==> config.mk <==
export PLATFORM = sky130hd
export DESIGN_NAME = module_antirrebote
export DESIGN_NICKNAME = d
export VERILOG_FILES = /design/src/rtl/module_antirrebote.sv
export SDC_FILE = /design/constraint.sdc
export NUM_CORES = 1
export LEC_CHECK = 0
export CELL_PAD_IN_SITES_DETAIL_PLACEMENT = 1
export CELL_PAD_IN_SITES_GLOBAL_PLACEMENT = 1
export CORE_UTILIZATION = 44
export DETAILED_ROUTE_END_ITERATION = 16
export DONT_BUFFER_PORTS = 1
export PLACE_DENSITY_LB_ADDON = 0.12
export SLEW_MARGIN = 0
export SYNTH_ARGS = -nofsm -noshare
export SYNTH_HDL_FRONTEND = slang
export SYNTH_SLANG_ARGS = --single-unit
==> constraint.sdc <==
create_clock -name clk -period 4.7 [get_ports clk]
set_input_delay 0.94 -clock clk [delete_from_list [all_inputs] [get_ports clk]]
set_output_delay 0.94 -clock clk [all_outputs]
set_load 0.1 [all_outputs]
==> src/rtl/module_antirrebote.sv <==
// Push-button debouncer: 2-flop synchronizer followed by a four-state
// qualification FSM. A level change is accepted only after the synchronized
// input holds the new value for N_CICLOS consecutive cycles. The registered
// outputs are the debounced level and one-cycle press/release pulses.
module module_antirrebote #(
  parameter int unsigned N_CICLOS = 10000
) (
  input  logic clk,
  input  logic rst_n_i,
  input  logic boton_i,
  output logic boton_o,
  output logic pulso_o,
  output logic pulso_suelta_o
);

  localparam int unsigned CW = $clog2(N_CICLOS);
  localparam logic [CW-1:0] CNT_MAX = CW'(N_CICLOS - 1);

  typedef enum logic [1:0] {
    REPOSO,
    CONFIRMA_ALTO,
    PRESIONADO,
    CONFIRMA_BAJO
  } estado_t;

  estado_t       estado, estado_sig;
  logic [CW-1:0] cnt, cnt_sig;
  logic          sync_1, s;
  logic          boton_sig, pulso_sig, suelta_sig;

  // Synchronizer, state, counter and registered outputs
  always_ff @(posedge clk) begin
    if (!rst_n_i) begin
      sync_1         <= 1'b0;
      s              <= 1'b0;
      estado         <= REPOSO;
      cnt            <= '0;
      boton_o        <= 1'b0;
      pulso_o        <= 1'b0;
      pulso_suelta_o <= 1'b0;
    end else begin
      sync_1         <= boton_i;
      s              <= sync_1;
      estado         <= estado_sig;
      cnt            <= cnt_sig;
      boton_o        <= boton_sig;
      pulso_o        <= pulso_sig;
      pulso_suelta_o <= suelta_sig;
    end
  end

  // Next state and qualification counter; cnt stays within 0..N_CICLOS-1
  always_comb begin
    estado_sig = estado;
    cnt_sig    = cnt;
    unique case (estado)
      REPOSO: begin
        if (s) begin
          estado_sig = CONFIRMA_ALTO;
          cnt_sig    = CW'(1);
        end else begin
          cnt_sig = '0;
        end
      end
      CONFIRMA_ALTO: begin
        if (!s) begin
          estado_sig = REPOSO;
          cnt_sig    = '0;
        end else if (cnt == CNT_MAX) begin
          estado_sig = PRESIONADO;
          cnt_sig    = '0;
        end else begin
          cnt_sig = cnt + 1'b1;
        end
      end
      PRESIONADO: begin
        if (!s) begin
          estado_sig = CONFIRMA_BAJO;
          cnt_sig    = CW'(1);
        end else begin
          cnt_sig = '0;
        end
      end
      CONFIRMA_BAJO: begin
        if (s) begin
          estado_sig = PRESIONADO;
          cnt_sig    = '0;
        end else if (cnt == CNT_MAX) begin
          estado_sig = REPOSO;
          cnt_sig    = '0;
        end else begin
          cnt_sig = cnt + 1'b1;
        end
      end
      default: begin
        estado_sig = REPOSO;
        cnt_sig    = '0;
      end
    endcase
  end

  // Output values computed from the upcoming state so the registered
  // outputs change on the same edge as the accepting transition
  always_comb begin
    boton_sig  = (estado_sig == PRESIONADO) || (estado_sig == CONFIRMA_BAJO);
    pulso_sig  = (estado == CONFIRMA_ALTO) && (estado_sig == PRESIONADO);
    suelta_sig = (estado == CONFIRMA_BAJO) && (estado_sig == REPOSO);
  end

endmodule
# --- After elaboration in Yosys (flattened, before gate mapping) ---
# Cells that the tools add are included.
word_totals:
  register_bits: 21
  mem_bits_rw: 0
  mem_count: 0
  latch_bits: 0
  mem_bits_ro: 0
  word_cells: 32
  inputBits: 3
op_classes:
  div_mod_pow: 0
  n_bitwise: 0
  eq_ne: 6
  shift: 0
  add_sub_neg: 1
  muxes: 13
  n_reduce_logical: 5
  multipliers: 0
  order_cmp: 0
op_table:
  columns: ["cell", "n"]
  rows:
  - ["one-hot mux 14 bit (4 select lines)", 1]
  - ["two-way mux 14 bit", 3]
  - ["adder 14 x 1 -> 14 bit (second input constant)", 1]
  - ["equality test 14 bit (second input constant)", 1]
  - ["two-way mux 2 bit", 6]
  - ["equality test 2 bit (second input constant)", 4]
  - ["one-hot mux 2 bit (4 select lines)", 1]
  - ["zero test 2 bit", 2]
  - ["equality test 2 x 1 -> 1 bit (second input constant)", 1]
  - ["logical AND 1 bit", 2]
  - ["two-way mux 1 bit", 2]
  - ["logical OR 1 bit", 1]

# --- Longest topological paths before layout ---
logic_depth:
  ltp_word: 6
  mapped_depth: 6
  ltp_nobuf: 5

# --- Worst setup path after synthesis ---
# OpenSTA, ideal clock, no wires.
synth_path:
  path_type: "register to output"
  start: "register, netlist name estado[1]"
  end: "output boton_o"
  stages_incl_launch_ff: 1
  slack_ns: 2.786
  arrival_ns: 0.974
  path_cell_list: "dfxtp_1"
synth_lines:
  columns: ["item", "line", "source"]
  rows:
  - ["end, declared", "11", "output logic boton_o,"]

==> summary.md <==
| Metric | Value |
|---|---|
| Status | `finished, final reports clean` |
| Crit path DAT | `1.32 ns` |
| Clock skew | `0.00307 ns` |
| Register share of total power | `68.6%` |
| Fin crit period | `2.26 ns` |
| Post-CTS setup buffer count | `0` |
| CTS Root Cell | `clkbuf_4` |
| Port bufs | `0` |
| Total number of vias | `573` |
| Number of global-route vias before repair | `614` |
| Reg2reg setup slack | `2.78 ns` |
| Antenna diodes | `0` |
| Antenna violation net count after detailed routing | `0` |
| RSZ-0062 raised after global routing | `false` |
| Initial core utilization | `48.5%` |
| Cell count after synthesis | `85` |
| Remaining DRCs | `0` |
| Share of cells above drive strength 1 | `19.5%` |
| Worst-path clk slew | `0.10 ns` |
| Cell row count | `15` |
| Setup WS post-layout | `2.44 ns` |
| Pre-Repair DR Iteration Count | `2` |
| Grt ovf | `0` |
| P per Cell Area | `279 nW/µm²` |
| Worst Setup Start Kind | `register` |
| Fill count | `218` |
| # clock sinks | `20` |
| Max cap viols | `0` |
| Relative slew slack | `29.9%` |
| Nets | `93` |
| Area grow syn2layout | `3.91%` |
| WP data required | `3.76 ns` |
| Die Wd | `46.3 µm` |
| P_int | `202 µW` |
| Hold Buf Count CTS | `0` |
| Vias per Instance | `5.12` |
| NetSw | `48.9 µW` |
| HPWL Detailed | `1170 µm` |
| Fmax | `442 MHz` |
| Fin. Hold Viols | `0` |
| Crit end category | `primary output` |
| Sequential-to-total area share from yosys stat | `46.3%` |
| Dominant cells by area after synthesis | `dfxtp_1, xnor2_1, nor2_2` |
| Pre-CTS setup slack | `2.76 ns` |
| Largest net degree at the start of global routing | `13` |
| Synthesized cell area | `865 µm²` |
| IO Pins | `6` |
| Syn_nets | `89` |
| CTS Buf Count | `3` |
| DR WL/cell | `13.6 µm` |
| Gpl congestion | `0.799` |
| Synth Register Bits | `20` |
| DR iter-0 viols | `7` |
| VDD IR-drop max | `165 µV` |
| Netlist cell types | `23` |
| Die H | `46.3 µm` |
| CP max FO | `5` |
| Synth warn | `0` |
| First-pass GRT wire length | `2660 µm` |
| CP Capture Point | `boton_o` |
| Skew-Pair Late Insertion Delay | `0.29 ns` |
| H-tree levels | `1` |
| Initial antenna violation count | `0` |
| Gate power share | `0.9%` |
| Most common cell after layout, fill and taps aside | `dfxtp_1` |
| CP Class | `register to primary output` |
| Worst Reg-to-Reg Cells | `3` |
| Reg2Reg Launch Point | `estado[1]$_SDFF_PN0_` |
| CTS tree | `yes` |
| Max clock buf depth | `2` |
| Final setup viols | `0` |
| Post-synth top area cell | `dfxtp_1` |
| Top cell type's share of synthesized area | `46.3%` |
| Reg2reg end | `cnt[3]$_SDFF_PN0_` |
| Switching Share | `19.5%` |
| Measured slew at the worst slew-check pin | `1.05 ns` |
| Die area | `2150 µm²` |
| Max-slew violations | `0` |
| Clock group share of total power | `30.6%` |
| Tcrit/Tclk final | `48.1%` |
| Leak | `0.249 nW` |
| Routed WL | `1530 µm` |
| Hold Path Class | `register to register` |
| Post-CTS Resized | `0` |
| Worst setup startpoint | `estado[1]$_SDFF_PN0_` |
| Mean area per synthesized cell | `10.2 µm²` |
| Core Footprint | `1780 µm²` |
| Most frequent cells in the layout | `dfxtp_1, xnor2_1, nor2_2` |
| Post-route setup TNS | `0 ns` |
| Levels on crit path | `0` |
| Gr usage total | `17.9%` |
[sequential cells by signal, summed over array words and instances, names as in the netlist]
| register | flops |
|---|---|
| estado | 2 |
| s | 1 |
| pulso_o | 1 |
| pulso_suelta_o | 1 |
| cnt | 14 |
| sync_1 | 1 |
[layout make-up]
type | count | area [µm²] | share of cell area [%]
Tap cell | 25 | 31.3 | 3.48
Inverter | 3 | 11.3 | 1.25
Clock buffer | 3 | 22.5 | 2.51
Multi-Input combinational cell | 61 | 433 | 48.2
Sequential cell | 20 | 400 | 44.6
[kinds of logic (layout without fill, tap and decap cells)]
family	after synthesis	in the layout	synth area share, %
simple gates	45	45	33.4
flops	20	20	46.3
mux	1	1	1.16
fa+ha+maj	1	1	1.45
compound gates	1	1	0.869
buf+inv	4	6	3.62
xor+xnor	13	13	13.2
[cell usage after synthesis]
cell       count
a211oi_1       1
and2_1         2
and4b_1        2
buf_12         1
dfxtp_1       20
ha_1           1
inv_1          3
mux2i_1        1
nand2_1        4
nand3_1        7
nand4_1        1
nand4_4        1
nand4bb_1      1
nor2_1         6
nor2_2        10
nor2b_1        1
nor3_1         3
nor3b_1        1
nor4_1         3
nor4_2         1
or4_4          2
xnor2_1       11
xor2_1         2
[worst min-delay path by stage]
stage / startpoint / endpoint / slack [ns] / depth (start not counted)
4_1_cts: sync_1$_SDFF_PN0_ / s$_SDFF_PN0_ / 0.46 / 1
6_report: sync_1$_SDFF_PN0_ / s$_SDFF_PN0_ / 0.45 / 1
2_1_floorplan: sync_1$_SDFF_PN0_ / s$_SDFF_PN0_ / 0.41 / 1
3_3_place_gp: sync_1$_SDFF_PN0_ / s$_SDFF_PN0_ / 0.42 / 1
3_5_place_dp: sync_1$_SDFF_PN0_ / s$_SDFF_PN0_ / 0.42 / 1
5_1_grt: sync_1$_SDFF_PN0_ / s$_SDFF_PN0_ / 0.49 / 1
[metrics by stage]
stage	std cells	instance area, µm²	hold WS, ns	power [mW]	utilization [%]
floorplan	85	865	0.412	0.177	-
global placement	109	876	0.416	0.178	49.1
detailed placement	109	876	0.421	0.178	49.1
CTS	112	898	0.457	0.257	50.4
global route	112	898	0.491	0.264	50.4
finish	112	898	0.454	0.250	50.4
[power by group through the flow]
stage | Combinational [mW] | Sequential, mW | Clock [mW]
after floorplan | 0.00204 | 0.175 | 0
after global placement | 0.00215 | 0.175 | 0
after detailed placement | 0.00220 | 0.176 | 0
after CTS | 0.00218 | 0.172 | 0.0828
after global routing | 0.00247 | 0.172 | 0.0896
final | 0.00216 | 0.172 | 0.0765
[layer usage]
layer  vias to the layer above  wire [µm]  track usage [%]
li1                        292          -                -
met1                       274        690             21.3
met2                         5        774             29.4
met5                         -          0                0
met3                         2         46             7.06
met4                         0         12             5.29
Note: power is estimated with default switching activity, not from simulation.
